## config.mk

```make
export PLATFORM = sky130hd
export DESIGN_NAME = uart_tx_arbiter_flat
export DESIGN_NICKNAME = d
export VERILOG_FILES = /design/src/rtl/uart_tx_arbiter_if.sv /design/src/rtl/uart_tx_arbiter.sv /design/src/flat_wrapper.sv
export SDC_FILE = /design/constraint.sdc
export NUM_CORES = 1
export LEC_CHECK = 0
export ABC_AREA = 1
export CAP_MARGIN = 10
export CELL_PAD_IN_SITES_DETAIL_PLACEMENT = 0
export CELL_PAD_IN_SITES_GLOBAL_PLACEMENT = 2
export CORE_UTILIZATION = 22
export CTS_CLUSTER_SIZE = 20
export DETAILED_ROUTE_END_ITERATION = 12
export GPL_TIMING_DRIVEN = 0
export PLACE_DENSITY_LB_ADDON = 0.1
export SKIP_CTS_REPAIR_TIMING = 1
export SLEW_MARGIN = 20
export SYNTH_ARGS = -nofsm -noshare
export SYNTH_HDL_FRONTEND = slang
export SYNTH_SLANG_ARGS = --single-unit
export TNS_END_PERCENT = 10
```

## constraint.sdc

```tcl
create_clock -name clk -period 1.8 [get_ports clk]
set_input_delay 0.36 -clock clk [delete_from_list [all_inputs] [get_ports clk]]
set_output_delay 0.36 -clock clk [all_outputs]
set_load 0.01 [all_outputs]
```

## src/rtl/uart_tx_arbiter_if.sv

```systemverilog
// Requester / UART-TX bundle for uart_tx_arbiter.
// master: the arbiter. slave: the requesters and the UART transmitter.
interface uart_tx_arbiter_if #(
  parameter int unsigned width = 8,
  parameter int unsigned NREQ  = 4
);
  logic [NREQ-1:0]       req;
  logic [NREQ*width-1:0] req_data;
  logic [NREQ-1:0]       req_par_en;
  logic [NREQ-1:0]       req_par_type;
  logic [NREQ-1:0]       gnt;
  logic [NREQ-1:0]       done;
  logic                  Data_valid;
  logic [width-1:0]      P_data;
  logic                  Par_en;
  logic                  Par_type;
  logic                  Busy;
  logic                  err;

  modport master (
    input  req, req_data, req_par_en, req_par_type, Busy,
    output gnt, done, Data_valid, P_data, Par_en, Par_type, err
  );

  modport slave (
    output req, req_data, req_par_en, req_par_type, Busy,
    input  gnt, done, Data_valid, P_data, Par_en, Par_type, err
  );
endinterface

```

## src/rtl/uart_tx_arbiter.sv

```systemverilog
// Round-robin arbiter feeding one UART transmitter from NREQ requesters.
// Optional Busy-acknowledge timeout: define UART_TX_ARB_TIMEOUT_EN.
module uart_tx_arbiter #(
  parameter int unsigned width = 8,
  parameter int unsigned NREQ  = 4,
  parameter int unsigned TMO   = 16
) (
  input  logic              clk,
  input  logic              rst,
  uart_tx_arbiter_if.master bus
);

  localparam int unsigned IW = (NREQ > 1) ? $clog2(NREQ) : 1;

  if (NREQ < 2 || NREQ > 8 || TMO < 1) begin : g_bad_param
    $error("uart_tx_arbiter: NREQ must be 2..8 and TMO at least 1");
  end

  typedef enum logic [1:0] {
    IDLE,
    LAUNCH,
    WAIT_BUSY,
    WAIT_DONE
  } state_t;

  state_t           state_q, state_d;
  logic [IW-1:0]    ptr_q, ptr_d;
  logic [IW-1:0]    win_q, win_d;
  logic [NREQ-1:0]  gnt_q, gnt_d;
  logic [NREQ-1:0]  done_q, done_d;
  logic             dv_q, dv_d;
  logic [width-1:0] pdata_q, pdata_d;
  logic             pen_q, pen_d;
  logic             ptype_q, ptype_d;
  logic             found_c;
  logic [IW-1:0]    pick_c;

`ifdef UART_TX_ARB_TIMEOUT_EN
  localparam int unsigned CW = $clog2(TMO + 1);
  logic [CW-1:0] cnt_q, cnt_d;
  logic          err_q, err_d;
`endif

  function automatic logic [IW-1:0] next_idx(input logic [IW-1:0] i);
    return (32'(i) == NREQ - 1) ? '0 : i + IW'(1);
  endfunction

  // First requesting index at or above ptr, wrapping around.
  always_comb begin
    int unsigned idx;
    found_c = 1'b0;
    pick_c  = '0;
    idx     = 0;
    for (int unsigned k = 0; k < NREQ; k++) begin
      idx = 32'(ptr_q) + k;
      if (idx >= NREQ) idx = idx - NREQ;
      if (!found_c && bus.req[IW'(idx)]) begin
        found_c = 1'b1;
        pick_c  = IW'(idx);
      end
    end
  end

  // Next state and next values of every registered output.
  always_comb begin
    state_d = state_q;
    ptr_d   = ptr_q;
    win_d   = win_q;
    gnt_d   = gnt_q;
    done_d  = '0;
    dv_d    = 1'b0;
    pdata_d = pdata_q;
    pen_d   = pen_q;
    ptype_d = ptype_q;
`ifdef UART_TX_ARB_TIMEOUT_EN
    cnt_d   = cnt_q;
    err_d   = 1'b0;
`endif
    unique case (state_q)
      IDLE: begin
        // The cycle carrying done is never an arbitration cycle.
        if (found_c && done_q == '0) begin
          win_d   = pick_c;
          gnt_d   = NREQ'(1) << pick_c;
          pdata_d = bus.req_data[32'(pick_c) * width +: width];
          pen_d   = bus.req_par_en[pick_c];
          ptype_d = bus.req_par_type[pick_c];
          dv_d    = 1'b1;
          state_d = LAUNCH;
        end
      end
      LAUNCH: begin
        state_d = WAIT_BUSY;
`ifdef UART_TX_ARB_TIMEOUT_EN
        cnt_d   = '0;
`endif
      end
      WAIT_BUSY: begin
        if (bus.Busy) begin
          state_d = WAIT_DONE;
`ifdef UART_TX_ARB_TIMEOUT_EN
        end else if (cnt_q == CW'(TMO - 1)) begin
          err_d   = 1'b1;
          gnt_d   = '0;
          ptr_d   = next_idx(win_q);
          state_d = IDLE;
        end else begin
          cnt_d   = cnt_q + CW'(1);
`endif
        end
      end
      WAIT_DONE: begin
        if (!bus.Busy) begin
          done_d  = gnt_q;
          gnt_d   = '0;
          ptr_d   = next_idx(win_q);
          state_d = IDLE;
        end
      end
      default: state_d = IDLE;
    endcase
  end

  // State and output registers.
  always_ff @(posedge clk or negedge rst) begin
    if (!rst) begin
      state_q <= IDLE;
      ptr_q   <= '0;
      win_q   <= '0;
      gnt_q   <= '0;
      done_q  <= '0;
      dv_q    <= 1'b0;
      pdata_q <= '0;
      pen_q   <= 1'b0;
      ptype_q <= 1'b0;
`ifdef UART_TX_ARB_TIMEOUT_EN
      cnt_q   <= '0;
      err_q   <= 1'b0;
`endif
    end else begin
      state_q <= state_d;
      ptr_q   <= ptr_d;
      win_q   <= win_d;
      gnt_q   <= gnt_d;
      done_q  <= done_d;
      dv_q    <= dv_d;
      pdata_q <= pdata_d;
      pen_q   <= pen_d;
      ptype_q <= ptype_d;
`ifdef UART_TX_ARB_TIMEOUT_EN
      cnt_q   <= cnt_d;
      err_q   <= err_d;
`endif
    end
  end

  assign bus.gnt        = gnt_q;
  assign bus.done       = done_q;
  assign bus.Data_valid = dv_q;
  assign bus.P_data     = pdata_q;
  assign bus.Par_en     = pen_q;
  assign bus.Par_type   = ptype_q;
`ifdef UART_TX_ARB_TIMEOUT_EN
  assign bus.err        = err_q;
`else
  assign bus.err        = 1'b0;
`endif

endmodule

```

## src/flat_wrapper.sv

```systemverilog
// flat-port wrapper written by rule: the top's interface ports become plain ports
module uart_tx_arbiter_flat 
#(
  parameter int unsigned width = 8,
  parameter int unsigned NREQ  = 4,
  parameter int unsigned TMO   = 16
)
  (clk, rst, bus_req, bus_req_data, bus_req_par_en, bus_req_par_type, bus_Busy, bus_gnt, bus_done, bus_Data_valid, bus_P_data, bus_Par_en, bus_Par_type, bus_err);
  uart_tx_arbiter_if #(.width(width), .NREQ(NREQ)) bus_i ();
  input  logic clk;
  input  logic rst;
  input wire logic [$bits(bus_i.req)-1:0] bus_req;
  input wire logic [$bits(bus_i.req_data)-1:0] bus_req_data;
  input wire logic [$bits(bus_i.req_par_en)-1:0] bus_req_par_en;
  input wire logic [$bits(bus_i.req_par_type)-1:0] bus_req_par_type;
  input wire logic [$bits(bus_i.Busy)-1:0] bus_Busy;
  output wire logic [$bits(bus_i.gnt)-1:0] bus_gnt;
  output wire logic [$bits(bus_i.done)-1:0] bus_done;
  output wire logic [$bits(bus_i.Data_valid)-1:0] bus_Data_valid;
  output wire logic [$bits(bus_i.P_data)-1:0] bus_P_data;
  output wire logic [$bits(bus_i.Par_en)-1:0] bus_Par_en;
  output wire logic [$bits(bus_i.Par_type)-1:0] bus_Par_type;
  output wire logic [$bits(bus_i.err)-1:0] bus_err;
  assign bus_i.req = bus_req;
  assign bus_i.req_data = bus_req_data;
  assign bus_i.req_par_en = bus_req_par_en;
  assign bus_i.req_par_type = bus_req_par_type;
  assign bus_i.Busy = bus_Busy;
  assign bus_gnt = bus_i.gnt;
  assign bus_done = bus_i.done;
  assign bus_Data_valid = bus_i.Data_valid;
  assign bus_P_data = bus_i.P_data;
  assign bus_Par_en = bus_i.Par_en;
  assign bus_Par_type = bus_i.Par_type;
  assign bus_err = bus_i.err;
  uart_tx_arbiter #(.width(width), .NREQ(NREQ), .TMO(TMO)) u_core (.clk(clk), .rst(rst), .bus(bus_i));
endmodule
```

======== Yosys cells after proc, flatten, opt, wreduce, memory -nomap -nowiden ========
Index checks and enable logic that the tools add are counted.
word-level totals
  input port bits ......................... 47
  flip-flop bits (word level) ............. 25
  output and inout port bits .............. 20
  logic and storage cells ................. 86
operators by class
  reduce and logical (&&, ||, !) cells .... 14
  eq/ne operators ......................... 7
  multiplexer cells ....................... 36
  shift-type cells ........................ 2
  bitwise gates (word level) .............. 1
  $lt $le $gt $ge ......................... 9
  $add $sub $neg .......................... 8
operators with widths
  kind                   number
  $shiftx A32 B6 Y8      1
  $mux W2                12
  $mux W4                4
  $lt A2 B3 Y1 const B   5
  $bmux W1 S2            6
  $mux W1                12
  $ge A3 B3 Y1 const B   3
  $pmux W2 S4            1
  $pmux W4 S2            1
  $sub A2 B1 Y2 const B  4
  $add A2 B2 Y3 const B  2
  $eq A2 B2 Y1 const B   3
  $reduce_and A3 Y1      2
  $logic_and A1 B1 Y1    4
  $logic_not A4 Y1       1
  $ne A2 B2 Y1 const B   2
  $reduce_and A2 Y1      2
  $shl A1 B2 Y4 const A  1
  $add A2 B1 Y3 const B  1
  $ge A2 B3 Y1 const B   1
  $logic_not A1 Y1       3
  $add A2 B1 Y2 const B  1
  $eq A2 B1 Y1 const B   1
  $logic_not A2 Y1       1
  3 further kinds        3

======== Logic depth before layout (Yosys ltp) ========
Gate-level depths: netlist of the first run.
  depth after elaboration ................. 17
  gate-level depth with buffers ........... 16
  gate-level depth less buffers ........... 15

======== Least setup slack after synthesis of the first run ========
OpenSTA, ideal clock, no wires.
  path kind ............................... reg2reg
  start ................................... register u_core.ptr_q[0]
  end ..................................... register u_core.pdata_q[1] (netlist: u_core.bus.P_data[1])
  clock period less this slack ............ 1.641 ns
  slack ................................... 0.159 ns
  setup time .............................. 0.117 ns
  data arrival time ....................... 1.524 ns
  required time ........................... 1.683 ns
  cell stages (with the launch flop) ...... 13
  path buffers ............................ 2
  cells stage by stage .................... dfrtp_1 buf_4 nand2_1 nand3_1 nand2_1 inv_2 nand3_4 nand2_1 nor2_1 inv_2 buf_2 nand2_1 nand2_1
between the ends
  word-level cells in the longest chain between the ends .. 16
  elaborated cells on any way between the ends .. 40
  classes of those cells .................. add/sub: 7; order compare: 4; shift: 1; mux: 20; reduce/logical: 8
ends and longest elaborated chain
  item                                                                    RTL line                text
  start, declared                                                         uart_tx_arbiter.sv:27   logic [IW-1:0] ptr_q, ptr_d;
  start signal, assigned                                                  uart_tx_arbiter.sv:142  ptr_q <= ptr_d;
  parallel branches: the longest is 16 deep, another holds $add A2 B1 Y3  n/a
  end signal, assigned                                                    uart_tx_arbiter.sv:147  pdata_q <= pdata_d;
  end, declared                                                           uart_tx_arbiter.sv:32   logic [width-1:0] pdata_q, pdata_d;
Parallel ways; which one is timed is not known. The select of a mux whose other input is x is not followed.
A chain may end at the register's enable or synchronous reset.

======== Worst setup path after layout of the first run ========
  start ................................... register u_core.ptr_q[0]
  end ..................................... register u_core.ptype_q (netlist: u_core.bus.Par_type)
between the ends
  word-level cells in the longest chain between the ends .. 16
  elaborated cells on any way between the ends .. 41
  classes of those cells .................. add/sub: 7; order compare: 4; mux: 22; reduce/logical: 8
ends and longest elaborated chain
  item                                                                    RTL line                text
  parallel branches: the longest is 16 deep, another holds $add A2 B1 Y3  n/a
  end signal, assigned                                                    uart_tx_arbiter.sv:149  ptype_q <= ptype_d;
  end, declared                                                           uart_tx_arbiter.sv:34   logic ptype_q, ptype_d;
Parallel ways; which one is timed is not known. The select of a mux whose other input is x is not followed.

==> reports/results.txt, run 1 <==
register area share after synthesis: 35.41%
core area: 7727 um^2
layout cells sized above 1: 22.13%
Syn-to-layout area delta: 64.31%
Synth Flop Type: dfrtp_1
mux contribution to synthesized area: 0%
Post-synth EDFFs: 0
# rows: 32
vias: 1920
Die Y: 91.61 um
DRT Pass-1 Iters: 4
Final Slew Violations: 0
GRT busiest layer: met2
M1 GR Usage: 19.77%
worst-margin pin slew: 0.5825 ns
Synth top area share: 35.41%
Initial Util: 22.86%
Sink Count: 25
Mapped Avg Cell Area: 6.448 um^2
initial antenna violation count: 0
Clk Latency, worst-skew pair: 0.27 ns
register bit total from synthesis: 25
Clock Skew: 0.001197 ns
P_leak: 0.001487 uW
pin count of the biggest net entering global routing: 26
# Max-Cap Violations: 0
Setup violations, final: 10
CP cell instances: clkinv_4 > nand2_1 > nand2_2 > nand2_2 > nand2_2 > nor2_4 > nand3_4 > nand3_4 > buf_6 > nand2_1 > nand2_1 > nand2_2 > nand2_1 > nand2_1 > nand2_1
vias in the first global route: 1794
WL/cell: 12.90 um
clock tree buffer depth: 2
Final GP Congestion: 0.7471
Power per Cell Area: 2072 nW/um^2
relative slew slack: 61.17%
Worst Path Required: 2.01 ns
Clk pin slew, worst setup/hold paths: 0.09 ns
leading area contributor after synthesis: dfrtp_1
CTS tree: done
RSZ-0062 raised after global routing: yes
XOR/XNOR share of the synthesized area: 0%
Setup WS post-layout: -0.06249 ns
main combinational cell family by area after synthesis: simple AND/OR/NAND/NOR gates
met2 usage: 19.86%
Iteration-0 DRC Markers: 56
met3 Track Usage GR: 1.244%
element type at the critical path start: flip-flop
Syn Nets: 326
Cell variety after synth: 25
Max stage delay on crit path: 0.43 ns
All-Layer GR Usage: 13.15%
final WL: 5923 um
Max Freq: 536.9 MHz
Vias/cell: 4.183
Min Clock Period, post-route: 1.862 ns
failing checks: setup timing
Fillers: 842
ANT nets after route: 0
Crit path top cell by count: nand2_1
Worst path slowest cell: dfrtp_2
Post-Synthesis Cells: 274
IO buf count: 65
Synth Area in Compound Gates: 4.533%
Fin. Hold Viols: 0
Synth Area in Simple Gates: 47.17%
largest cells by area after synthesis: dfrtp_1 (35%), nand2_1 (32%), nand3_1 (7.6%), ha_1 (3.5%), inv_1 (2.8%)
Cell Area, Synth: 1767 um^2
Tcrit/Tclk final: 103.5%
Hold WC Path Type: in -> async
synth warn: 0
total CTS buffers: 3
HPWL after detailed placement: 4168 um
Adder-Cell Fraction of Synth Area: 3.541%
total power: 6014 uW
status: finished, violations left
fin nets: 410
CP endpoint kind: flip-flop
CP max FO: 9
first-pass GRT wire length: 8694 um
# diodes: 0
fraction of registers with async set or reset after synthesis: 100.0%
Die Wd: 91.61 um
# H-tree levels: 1
Die ar.: 8392 um^2
peak supply drop: 524.5 uV
total gr overflow: 0
CP arrival: 2.07 ns
kind of critical path: reg -> reg
worst slack, placed: -0.4820 ns
Post-route DRC: 0
clock root buffer: clkbuf_8
IO Pins: 67
cells in the final DEF (no fill, tap or decap), types with 3 or more instances in the layout:
cell / n
nor2_1: 7
inv_2: 6
o22ai_1: 3
nand2_4: 6
clkdlybuf4s50_1: 61
clkbuf_8: 3
dfrtp_1: 23
buf_6: 10
nand3_2: 6
ha_1: 5
nand2_2: 20
buf_4: 12
o21ai_0: 3
nand2_1: 127
nand3_1: 23
inv_1: 12
o21ai_1: 3
dlymetal6s2s_1: 3
routing by layer:
layer	wire (um)	vias up
met2	2607	45
met4	31	0
met3	297	2
met5	0	-
li1	-	1016
met1	2987	857
Yosys cell counts (2+ instances only):
| cell | number |
|---|---|
| nand3_4 | 2 |
| buf_6 | 2 |
| nand3_2 | 2 |
| o22ai_1 | 4 |
| a21oi_1 | 2 |
| buf_4 | 4 |
| nor2_1 | 8 |
| o21ai_1 | 3 |
| inv_2 | 7 |
| o21ai_0 | 3 |
| inv_1 | 13 |
| dfrtp_1 | 25 |
| nand3_1 | 27 |
| nand2_1 | 149 |
| nand2_2 | 4 |
| buf_2 | 6 |
| ha_1 | 5 |
registers in the layout, indices dropped and copies added (netlist names):
| signal | count |
|---|---|
| u_core.bus.Par_type | 1 |
| u_core.bus.Data_valid | 1 |
| u_core.bus.P_data | 8 |
| u_core.win_q | 2 |
| u_core.bus.Par_en | 1 |
| u_core.bus.gnt | 4 |
| u_core.bus.done | 4 |
| u_core.ptr_q | 2 |
| u_core.state_q | 2 |
per-stage QoR:
step	cell area (um^2)	instances	TNS (ns)	hold WS [ns]	util, %
CTS	2586	445	-2.369	0.1021	33.47
finish	2903	459	-0.4391	0.08287	37.56
floorplan	1767	274	0	0.06441	-
global route	2903	459	-2.384	0.1322	37.56
global placement	2545	441	-8.205	0.4617	32.93
detailed placement	2540	441	-7.700	0.4048	32.87
worst paths after layout:
path	from	to	slack, ns	depth (start not counted)
min	rst	u_core.bus.Par_en$_DFFE_PN0P_	0.08	1
max reg2reg	u_core.ptr_q[0]$_DFFE_PN0P_	u_core.bus.Par_type$_DFFE_PN0P_	-0.06	15
min reg2reg	u_core.bus.P_data[3]$_DFFE_PN0P_	u_core.bus.P_data[3]$_DFFE_PN0P_	0.48	2
max	u_core.ptr_q[0]$_DFFE_PN0P_	u_core.bus.Par_type$_DFFE_PN0P_	-0.06	15
max in group asynchronous	rst	u_core.ptr_q[0]$_DFFE_PN0P_	1.30	1
min in group clk	u_core.bus.P_data[3]$_DFFE_PN0P_	u_core.bus.P_data[3]$_DFFE_PN0P_	0.48	2
logic make-up (layout without fill, tap and decap cells):
logic type / after synthesis / count (layout)
buffers and inverters: 33 / 116
other: 1 / 1
adder cells (fa/ha/maj): 5 / 5
flip-flops: 25 / 25
AND/OR/NAND/NOR: 196 / 196
AO/OA/AOI/OAI: 14 / 14
critical path: cells and delay by family (launching register included):
family        cells  cell delay (ns)
flops             1             0.43
buf+inv           2             0.23
simple gates     13             1.14
cell type report:
type / instances / area [um^2] / area share [%]
clock buffers: 3 / 41.29 / 1.422
inverters: 21 / 88.84 / 3.060
repair buffers: 79 / 787.0 / 27.11
clock inverters: 1 / 5.005 / 0.1724
flip-flops and latches: 25 / 628.1 / 21.64
plain buffers: 12 / 131.4 / 4.526
multi-input cells: 216 / 1094 / 37.67
well taps: 102 / 127.6 / 4.397
power breakdown:
part           total (uW)  internal (uW)  switching (uW)  leakage (uW)
combinational        4780           2120            2660       0.00114
clock                 336            155             181     0.0000255
sequential            900            771             129      0.000322
No activity file was read; power rests on OpenSTA's default activity.
==> run 2: changes to the inputs <==
--- a/config.mk
+++ b/config.mk
@@ -6,16 +6,15 @@
 export NUM_CORES = 1
 export LEC_CHECK = 0
 export ABC_AREA = 1
+export ABC_CLOCK_PERIOD_IN_PS = 1800
 export CAP_MARGIN = 10
 export CELL_PAD_IN_SITES_DETAIL_PLACEMENT = 0
 export CELL_PAD_IN_SITES_GLOBAL_PLACEMENT = 2
 export CORE_UTILIZATION = 22
 export CTS_CLUSTER_SIZE = 20
 export DETAILED_ROUTE_END_ITERATION = 12
-export GPL_TIMING_DRIVEN = 0
 export PLACE_DENSITY_LB_ADDON = 0.1
 export SKIP_CTS_REPAIR_TIMING = 1
-export SLEW_MARGIN = 20
 export SYNTH_ARGS = -nofsm -noshare
 export SYNTH_HDL_FRONTEND = slang
 export SYNTH_SLANG_ARGS = --single-unit
==> reports/results.txt, run 2 (synthesized netlist as in run 1, its figures left out) <==
status: finished, violations left (unchanged)
failing checks: setup timing (unchanged)
worst hold slack: 0.4514 ns (was 0.08287 ns)
max reg flops: 8 (unchanged)
total CTS buffers: 3 (unchanged)
Die Wd: 91.61 um (unchanged)
Worst Path Required: 2.01 ns (about the same)
# Max-Cap Violations: 0 (unchanged)
setup TNS: -0.3185 ns (was -0.4391 ns)
Register-to-Register Setup Slack: -0.07 ns (was -0.06 ns)
FF-to-FF path depth: 15 (unchanged)
end point of the critical path: u_core.bus.P_data[7]$_DFFE_PN0P_ (was u_core.bus.Par_type$_DFFE_PN0P_)
net load switching power: 2842 uW (was 2972 uW)
CP endpoint kind: flip-flop (unchanged)
Gate power share: 78.8% (was 79.5%)
most frequent cells in the layout: nand2_1 (128), clkdlybuf4s50_1 (61), nand3_1 (25) (was nand2_1 (127), clkdlybuf4s50_1 (61), nand3_1 (23), dfrtp_1 (23), nand2_2 (20))
Worst R2R Start: u_core.ptr_q[0]$_DFFE_PN0P_ (unchanged)
Die ar.: 8392 um^2 (unchanged)
Final Slew Violations: 0 (unchanged)
fin nets: 409 (was 410)
final WL: 5817 um (was 5923 um)
Min Clock Period, post-route: 1.870 ns (was 1.862 ns)
P_leak: 0.001492 uW (was 0.001487 uW)
element type at the critical path start: flip-flop (unchanged)
Iteration-0 DRC Markers: 63 (was 56)
Max stage delay on crit path: 0.45 ns (was 0.43 ns)
Clock Skew: 0.003739 ns (was 0.001197 ns)
crit path launch: u_core.ptr_q[0]$_DFFE_PN0P_ (unchanged)
# rows: 32 (unchanged)
Sink Count: 25 (unchanged)
pin count of the biggest net entering global routing: 26 (unchanged)
RSZ-0062 raised after global routing: yes (unchanged)
total gr overflow: 0 (unchanged)
CP cell instances: buf_6 > nand2_4 > nand2_4 > nand2_2 > nand2_2 > nor2_4 > nand3_4 > nand3_4 > clkbuf_16 > nand2_2 > nand2_1 > nand2_1 > nand2_1 > nand2_1 > nand2_1 (was clkinv_4 > nand2_1 > nand2_2 > nand2_2 > nand2_2 > nor2_4 > nand3_4 > nand3_4 > buf_6 > nand2_1 > nand2_1 > nand2_2 > nand2_1 > nand2_1 > nand2_1)
Clk pin slew, worst setup/hold paths: 0.09 ns (about the same)
core area: 7727 um^2 (unchanged)
vias in the first global route: 1781 (was 1794)
All-Layer GR Usage: 13.39% (was 13.15%)
Final Non-Filler Cells: 458 (was 459)
Post-route DRC: 0 (unchanged)
WL/cell: 12.70 um (was 12.90 um)
layout cells sized above 1: 20.51% (was 22.13%)
peak supply drop: 756.8 uV (was 524.5 uV)
Syn-to-layout area delta: 64.31% (unchanged)
Clk Latency, worst-skew pair: 0.27 ns (about the same)
final core utilization: 37.56% (unchanged)
Die Y: 91.61 um (unchanged)
# diodes: 0 (unchanged)
Pint: 3009 uW (was 3042 uW)
Initial Util: 22.86% (unchanged)
clock tree buffer depth: 2 (unchanged)
vias: 1913 (was 1920)
clock root buffer: clkbuf_8 (unchanged)
CP arrival: 2.08 ns (was 2.07 ns)
# H-tree levels: 1 (unchanged)
Hold WC Path Type: in -> async (unchanged)
Worst path slowest cell: dfrtp_2 (unchanged)
Fin. Hold Viols: 0 (unchanged)
HPWL after detailed placement: 4338 um (was 4168 um)
Crit path top cell by count: nand2_1 (unchanged)
Vias/cell: 4.177 (was 4.183)
Setup WS post-layout: -0.06958 ns (was -0.06249 ns)
DRT Pass-1 Iters: 4 (unchanged)
Sw Share: 48.57% (was 49.42%)
kind of critical path: reg -> reg (unchanged)
Tcrit/Tclk final: 103.9% (was 103.5%)
Setup violations, final: 9 (was 10)
initial antenna violation count: 0 (unchanged)
Placed Cells: 449 (was 441)
part of the power in registers: 15.4% (was 15.0%)
Crit Reg-Reg Endpoint: u_core.bus.P_data[7]$_DFFE_PN0P_ (was u_core.bus.Par_type$_DFFE_PN0P_)
IO buf count: 65 (unchanged)
total power: 5852 uW (was 6014 uW)
most common cell after layout, fill and taps aside: nand2_1 (unchanged)
ANT nets after route: 0 (unchanged)
Final GP Congestion: 0.7204 (was 0.7471)
Clk pwr share: 5.8% (was 5.6%)
first-pass GRT wire length: 8901 um (was 8694 um)
IO Pins: 67 (unchanged)
CTS tree: done (unchanged)
Max Freq: 534.9 MHz (was 536.9 MHz)
CP max FO: 7 (was 9)
Power per Cell Area: 2016 nW/um^2 (was 2072 nW/um^2)
-- run 2: cell count changes in the layout (fill, tap and decap cells not counted), moves of 2 or more --
cell       before  now
buf_12          0    2
buf_4          12   17
buf_6          10    3
buf_8           2    0
clkbuf_16       1    3
nand3_1        23   25
nand3_2         6    4
-- run 2: worst max-delay path: cells and delay by family, from the launching register on --
kind	cells	cell delay (ns)
flip-flops	1	0.45
AND/OR/NAND/NOR	13	1.04
buffers and inverters	2	0.32
-- run 2: layout make-up --
class                      instances  area [um^2]
inverter                          21        86.33
timing repair buffer              90        937.1
clock inverter                     1        7.507
fill                             828         4825
multi-input combinational        216         1075
tap                              102        127.6
sequential                        25        628.1
clock buffer                       3        41.29
-- run 2: power groups by stage --
stage	combinational (uW)	clock [uW]	sequential (uW)
after floorplan	2460	0	944
after global routing	5150	378	930
final	4610	341	900
after global placement	3880	0	896
after CTS	3900	354	884
after detailed placement	3880	0	892
-- run 2: metal layers --
metal	track usage (%)	up-vias	part of all wire, %
li1	-	1019	-
met1	20.73	846	53
met2	19.74	46	43
met3	1.327	2	4.1
met4	3.175	0	0.53
met5	0	-	0
-- run 2: metrics by stage --
stage          instance area [um^2]  worst slack (ns)
2_1_floorplan                  1767            0.1592
3_3_place_gp                   2638           -0.4721
3_5_place_dp                   2638           -0.4509
4_1_cts                        2686           -0.1667
5_1_grt                        2903           -0.2359
6_report                       2903          -0.06958
-- run 2: how the worst min path moves through the flow --
| stage | start | end | slack, ns |
|---|---|---|---|
| global placement | u_core.bus.P_data[0]$_DFFE_PN0P_ | u_core.bus.P_data[0]$_DFFE_PN0P_ | 0.46 |
| detailed placement | u_core.bus.P_data[6]$_DFFE_PN0P_ | u_core.bus.P_data[6]$_DFFE_PN0P_ | 0.47 |
| floorplan | rst | u_core.bus.Data_valid$_DFF_PN0_ | 0.06 |
| CTS | rst | u_core.bus.gnt[2]$_DFFE_PN0P_ | 0.46 |
| global route | rst | u_core.bus.P_data[2]$_DFFE_PN0P_ | 0.52 |
| finish | rst | u_core.bus.P_data[5]$_DFFE_PN0P_ | 0.45 |
